[src/rtl/spi_cmd_pkg.sv]
// ----------------------------------------------------------------------------
// spi_cmd_pkg : command bytes, op encodings and FSM states shared by the
//               SPI command host and the character-match responder.
// Revision    : 1.0
// ----------------------------------------------------------------------------
`default_nettype none

package spi_cmd_pkg;

  localparam logic [7:0] CMD_WRITE        = 8'h02;
  localparam logic [7:0] CMD_READ         = 8'h03;
  localparam logic [7:0] CMD_STREAM       = 8'h80;
  localparam logic [7:0] NOP_BYTE_DEFAULT = 8'h00;

  localparam logic [1:0] OP_WRITE   = 2'b00;
  localparam logic [1:0] OP_READ    = 2'b01;
  localparam logic [1:0] OP_STREAM  = 2'b10;
  localparam logic [1:0] OP_ILLEGAL = 2'b11;

  localparam int ARG_RESULT_SEL = 4;

  typedef enum logic [2:0] {
    ST_IDLE = 3'd0,
    ST_ARG  = 3'd1,
    ST_DATA = 3'd2,
    ST_WAIT = 3'd3,
    ST_CAPT = 3'd4
  } state_e;

  function automatic logic [7:0] arg_byte(input logic [4:0] addr);
    return {3'b000, addr};
  endfunction

endpackage

`default_nettype wire

[src/rtl/spi_command_host.sv]
// ----------------------------------------------------------------------------
// spi_command_host : turns single-beat requests into CMD/ARG/DATA byte
//                    sequences on mosi and captures miso for reads.
// Revision         : 1.0
// ----------------------------------------------------------------------------
`default_nettype none

module spi_command_host
  import spi_cmd_pkg::*;
#(
  parameter logic [7:0] NOP_BYTE = NOP_BYTE_DEFAULT
) (
  input  logic       sclk,
  input  logic       rst_n,
  input  logic       req_valid,
  output logic       req_ready,
  input  logic [1:0] req_op,
  input  logic [4:0] req_addr,
  input  logic [7:0] req_data,
  output logic       rsp_valid,
  output logic [7:0] rsp_data,
  output logic       req_err,
  output logic       cs,
  output logic [7:0] mosi,
  input  logic [7:0] miso,
  output logic       busy
);

  state_e     state_q, state_d;
  logic [1:0] op_q, op_d;
  logic [4:0] addr_q, addr_d;
  logic [7:0] data_q, data_d;
  logic [7:0] mosi_q, mosi_d;
  logic       cs_q, cs_d;
  logic       rsp_valid_q, rsp_valid_d;
  logic [7:0] rsp_data_q, rsp_data_d;
  logic       req_err_q, req_err_d;

  always_ff @(posedge sclk) begin
    if (!rst_n) begin
      state_q     <= ST_IDLE;
      op_q        <= OP_WRITE;
      addr_q      <= '0;
      data_q      <= '0;
      mosi_q      <= NOP_BYTE;
      cs_q        <= 1'b0;
      rsp_valid_q <= 1'b0;
      rsp_data_q  <= '0;
      req_err_q   <= 1'b0;
    end else begin
      state_q     <= state_d;
      op_q        <= op_d;
      addr_q      <= addr_d;
      data_q      <= data_d;
      mosi_q      <= mosi_d;
      cs_q        <= cs_d;
      rsp_valid_q <= rsp_valid_d;
      rsp_data_q  <= rsp_data_d;
      req_err_q   <= req_err_d;
    end
  end

  always_comb begin
    state_d     = state_q;
    op_d        = op_q;
    addr_d      = addr_q;
    data_d      = data_q;
    mosi_d      = NOP_BYTE;
    cs_d        = 1'b0;
    rsp_valid_d = 1'b0;
    rsp_data_d  = rsp_data_q;
    req_err_d   = 1'b0;

    case (state_q)
      ST_IDLE: begin
        if (req_valid) begin
          // Request fields are frozen here; later input changes are ignored.
          op_d   = req_op;
          addr_d = req_addr;
          data_d = req_data;
          case (req_op)
            OP_WRITE:  begin mosi_d = CMD_WRITE;  cs_d = 1'b1; state_d = ST_ARG; end
            OP_READ:   begin mosi_d = CMD_READ;   cs_d = 1'b1; state_d = ST_ARG; end
            OP_STREAM: begin mosi_d = CMD_STREAM; cs_d = 1'b1; state_d = ST_ARG; end
            default:   req_err_d = 1'b1;
          endcase
        end
      end
      ST_ARG: begin
        cs_d = 1'b1;
        if (op_q == OP_STREAM) begin
          // Stream carries its byte directly after the command, no ARG.
          mosi_d  = data_q;
          state_d = ST_IDLE;
        end else begin
          mosi_d  = arg_byte(addr_q);
          state_d = (op_q == OP_WRITE) ? ST_DATA : ST_WAIT;
        end
      end
      ST_DATA: begin
        mosi_d  = data_q;
        cs_d    = 1'b1;
        state_d = ST_IDLE;
      end
      ST_WAIT: state_d = ST_CAPT;
      ST_CAPT: begin
        rsp_data_d  = miso;
        rsp_valid_d = 1'b1;
        state_d     = ST_IDLE;
      end
      default: state_d = ST_IDLE;
    endcase
  end

  assign req_ready = (state_q == ST_IDLE);
  assign busy      = (state_q != ST_IDLE);
  assign mosi      = mosi_q;
  assign cs        = cs_q;
  assign rsp_valid = rsp_valid_q;
  assign rsp_data  = rsp_data_q;
  assign req_err   = req_err_q;

endmodule

`default_nettype wire
[config.mk]
export PLATFORM = sky130hd
export DESIGN_NAME = spi_command_host
export DESIGN_NICKNAME = d
export VERILOG_FILES = /design/src/rtl/spi_cmd_pkg.sv /design/src/rtl/spi_command_host.sv
export SDC_FILE = /design/constraint.sdc
export NUM_CORES = 1
export LEC_CHECK = 0
export ABC_AREA = 0
export CORE_UTILIZATION = 35
export DETAILED_ROUTE_END_ITERATION = 12
export GPL_TIMING_DRIVEN = 0
export PLACE_DENSITY = 0.6
export SLEW_MARGIN = 20
export SYNTH_ARGS = -nofsm -noshare
export SYNTH_HDL_FRONTEND = slang
export SYNTH_SLANG_ARGS = --single-unit
[constraint.sdc]
create_clock -name sclk -period 3.4 [get_ports sclk]
set_input_delay 0.68 -clock sclk [delete_from_list [all_inputs] [get_ports sclk]]
set_output_delay 0.68 -clock sclk [all_outputs]
set_load 0.005 [all_outputs]
# After elaboration in Yosys (flattened, before gate mapping)
# Index checks and enable logic that the tools add are counted.
dict set report op_classes {
  eq_ne 9
  mux 14
  n_reduce_logical 9
}
# op n
set op_table {}
lappend op_table {{8-bit one-hot mux with 3 select lines} 2}
lappend op_table {{8-bit 2-to-1 mux} 2}
lappend op_table {{3-bit one-hot mux with 3 select lines} 1}
lappend op_table {{3-bit by 2-bit == test with 1-bit output (second input constant)} 2}
lappend op_table {{3-bit 2-to-1 mux} 2}
lappend op_table {{1-bit 2-to-1 mux} 5}
lappend op_table {{2-bit == test (second input constant)} 2}
lappend op_table {{2-bit logical NOT} 2}
lappend op_table {{2-bit inequality test (second input constant)} 2}
lappend op_table {{2-bit AND reduction} 2}
lappend op_table {{3-bit by 1-bit == test with 1-bit output (second input constant)} 1}
lappend op_table {{3-bit == test (second input constant)} 1}
lappend op_table {{3-bit logical NOT} 1}
lappend op_table {{3-bit AND reduction} 1}
lappend op_table {{3-bit nonzero test} 1}
lappend op_table {{3-bit OR reduction} 1}
lappend op_table {{2-bit by 1-bit == test with 1-bit output (second input constant)} 1}
lappend op_table {{2-bit 2-to-1 mux} 1}
lappend op_table {{1-bit one-hot mux with 2 select lines} 1}
lappend op_table {{2-bit OR reduction} 1}
dict set report totals {
  reg_bits 37
  in_bits 26
  output_inout_bits 21
  wordCells 41
}

# Depth between registers and ports, before layout
dict set report logic_depth {
  word_depth 5
  mapped_depth 7
  ltp_nobuf 4
}

# Worst setup path before layout
# OpenSTA, ideal clock, no wires.
dict set report synth_timing {
  path_type {in2reg}
  startpoint {in rst_n}
  endpoint {reg mosi_q[2] (netlist: mosi[2])}
  setup_time_ns 0.117
  arrival_ns 1.320
  t_required_ns 3.283
  setup_slack_ns 1.963
  cell_stages 4
  n_path_buf 1
  cell_sequence {buf_2 -> nand2b_1 -> nor2_1 -> a22o_1}
}
# element line
set synth_rtl {}
lappend synth_rtl {{from (decl)} spi_command_host.sv:14} ;# input logic rst_n,
lappend synth_rtl {{to (signal assigned)} spi_command_host.sv:55} ;# mosi_q <= mosi_d;
lappend synth_rtl {{to (decl)} spi_command_host.sv:33} ;# logic [7:0] mosi_q, mosi_d;

# Worst setup path after layout
dict set report layout_timing {
  startpoint {reg state_q[0]}
  endpoint {out req_ready}
}
dict set report layout_via {
  elab_chain_len 1
}
# element line
set layout_lines {}
lappend layout_lines {{from (decl)} spi_command_host.sv:29} ;# state_e state_q, state_d;
lappend layout_lines {{from (signal assigned)} spi_command_host.sv:51} ;# state_q <= state_d;
lappend layout_lines {{3-bit logical NOT} spi_command_host.sv:115} ;# assign req_ready = (state_q == ST_IDLE);
lappend layout_lines {{to (decl)} spi_command_host.sv:16} ;# output logic req_ready,
# Every way passes these cells.

==> metrics <==
status=complete, no violations; Peak VDD IR=0.000253 V; clock-pin slew on the worst setup and hold paths=70 ps; Yosys reg bits=37; number of global-route vias before repair=1161; pre-CTS setup slack=1430 ps; post-synthesis mux area share=0.0136; CP peak stage delay=540 ps; fin cells=261; layout cells sized above 1=0.123; DR WL/cell=12.5 µm; synthesized cell area=1470 µm²; initial antenna violation count=0; Cells after Synth=158; Post-CTS Setup Repair Bufs=0; first-pass GRT wire length=5.14 mm; area fraction of the dominant cell type after synthesis=0.503; area leader, netlist=dfxtp_1; worst reg2reg setup slack=1980 ps; skew final=2.28 ps; I/O Buffers=45; setup tns final=0 ps; grt ovf=0; HPWL after detailed placement=2.50 mm; EDFF count, synth=0; library cells used by synthesis=29; reg-to-reg startpoint=state_q[0]; count leader, synth=nand2_1; CP max FO=8; Synth Area in Simple Gates=0.230; crit path launch=state_q[0]; gpl congestion=0.753; Hold Path Class=reg2reg; remaining antenna violation count after routing=0; slowest CP cell=clkdlybuf4s50_1; vias per cell=4.68; synth cell count leaders=nand2_1, dfxtp_1, a21boi_0; RSZ-0062 raised after global routing=false; Tmin final=2190 ps; CTS max path bufs=2; Tot GR Track Use=0.159; Avg Cell Area, Syn=9.33 µm²; pwr/cell area=421 nW/µm²; Syn. warnings=0; fin. max-slew vios=0; largest net degree at the start of global routing=12; Max H-tree Level=2; drt first pass iters=4; final period utilization=0.643; clock sinks=37; max cap viols=0; worst r2r dst=mosi[0]; critical path, cell by cell=buf_4 > nor3_4 > clkdlybuf4s50_1; Pleak=0.766 nW; DRC viols=0; antenna fix cells=0; Post-synth top flop=dfxtp_1; Critical Path Start Type=register; final hold violation count=0; Seq/Total Area, Yosys=0.503; Post-Synth Adder-Cell Area=0; CP required=2720 ps; CP Capture Type=primary output; Initial Util=0.366; cell total after placement=253; # hold bufs at CTS=0; vias=1222; Max-slew headroom=0.720; Achievable Freq=458 MHz; Hold Path Stages=1; site row count=23; post_cts resized=0; post-layout util=0.514; CP Data Arrival Time=1510 ps; root buffer cell=clkbuf_8; syn_nets=184; XOR/XNOR Fraction of Synth Area=0; Slew @ Worst Pin=420 ps; largest family of logic cells by synthesized area=simple AND/OR/NAND/NOR gates; Clock Latency Late Sink=290 ps; Setup crit end=req_ready; DRT iter0 DRCs=38; P&R area growth vs syn=40.4%; final worst setup slack=1210 ps; Die X=66.9 µm; cts bufs inserted=5; CTS tree=built; Ports=47; post-synthesis compound-gate area fraction=0.202; final layout net count=236; Reg2Reg Depth=7; asr flop ratio synth=0; kind of critical path=reg2out; Final Total Pwr=0.872 mW; Core Area=4030 µm²; # setup viols final=0; Die H=66.9 µm; Detailed Route WL=3.28 mm; synth top area cells=dfxtp_1, nand2_1, a21boi_0; die area=4470 µm²
report_power, final:
| group | leakage, nW | internal [mW] | switching [mW] | total (mW) |
|---|---|---|---|---|
| clock network | 0.0450 | 0.142 | 0.150 | 0.292 |
| logic | 0.420 | 0.0684 | 0.0529 | 0.121 |
| registers | 0.301 | 0.450 | 0.00793 | 0.458 |
| total | 0.766 | 0.661 | 0.211 | 0.872 |
logic make-up after synthesis:
logic type	after synthesis
buffers and inverters	10
AND/OR/NAND/NOR	74
flip-flops	37
AO/OA/AOI/OAI	35
multiplexers	2
layout make-up:
cell class | count | area [µm²]
buffer | 9 | 72.6
clock buffer | 6 | 72.6
clock inverter | 2 | 10.0
fill | 391 | 1960
inverter | 1 | 3.75
multi-input combinational | 111 | 657
sequential | 37 | 741
tap | 50 | 62.6
timing repair buffer | 45 | 450
worst max-delay path, delay by kind of cell (launching register included):
| kind | cells | cell delay, ps |
|---|---|---|
| buf+inv | 2 | 700 |
| simple gates | 1 | 220 |
| flops | 1 | 300 |
registers in the layout, indices dropped and copies added (netlist names):
name       cells
mosi           8
rsp_valid      1
req_err        1
data_q         8
rsp_data       8
op_q           2
cs             1
state_q        3
addr_q         5
worst min path at each step:
stage                     slack (ps)  endpoint      start
after floorplan                  430   mosi[5]  data_q[5]
after CTS                        460   mosi[6]  data_q[6]
after detailed placement         450   mosi[6]  data_q[6]
final                            460   mosi[6]  data_q[6]
after global routing             480   op_q[1]    op_q[1]
after global placement           440   mosi[5]  data_q[5]
layer usage:
metal | share of wire | GRT usage
met3 | 0.069 | 0.0497
met5 | 0 | 0
met1 | 0.43 | 0.172
met2 | 0.48 | 0.274
met4 | 0.021 | 0.0878
layout by cell type, fill, tap and decap left out:
master and instances:
buf_12 1, nor3_1 2, mux2i_1 2, nand2_1 48, and3_1 1, a21boi_2 9, buf_2 3, nand2b_1 2
and4_1 1, clkbuf_8 5, o21a_1 1, o22a_1 1, a22o_1 3, clkdlybuf4s50_1 45, nor3_2 1, clkinv_2 2
o41ai_1 1, nor3_4 1, nor2_1 8, buf_4 1, and2_1 4, a32o_1 1, buf_6 2, clkbuf_1 3
nand4b_1 1, dfxtp_1 37, nand2_2 1, inv_1 1, a22oi_1 1, a21oi_1 3, nor2b_1 4, a21boi_0 15
through the flow:
stage	area, µm²	hold slack, ps
floorplan	1470	430
detailed placement	1990	447
CTS	2070	464
finish	2070	460
global placement	1990	444
global route	2070	479
Power figures use the tool's default switching activity.
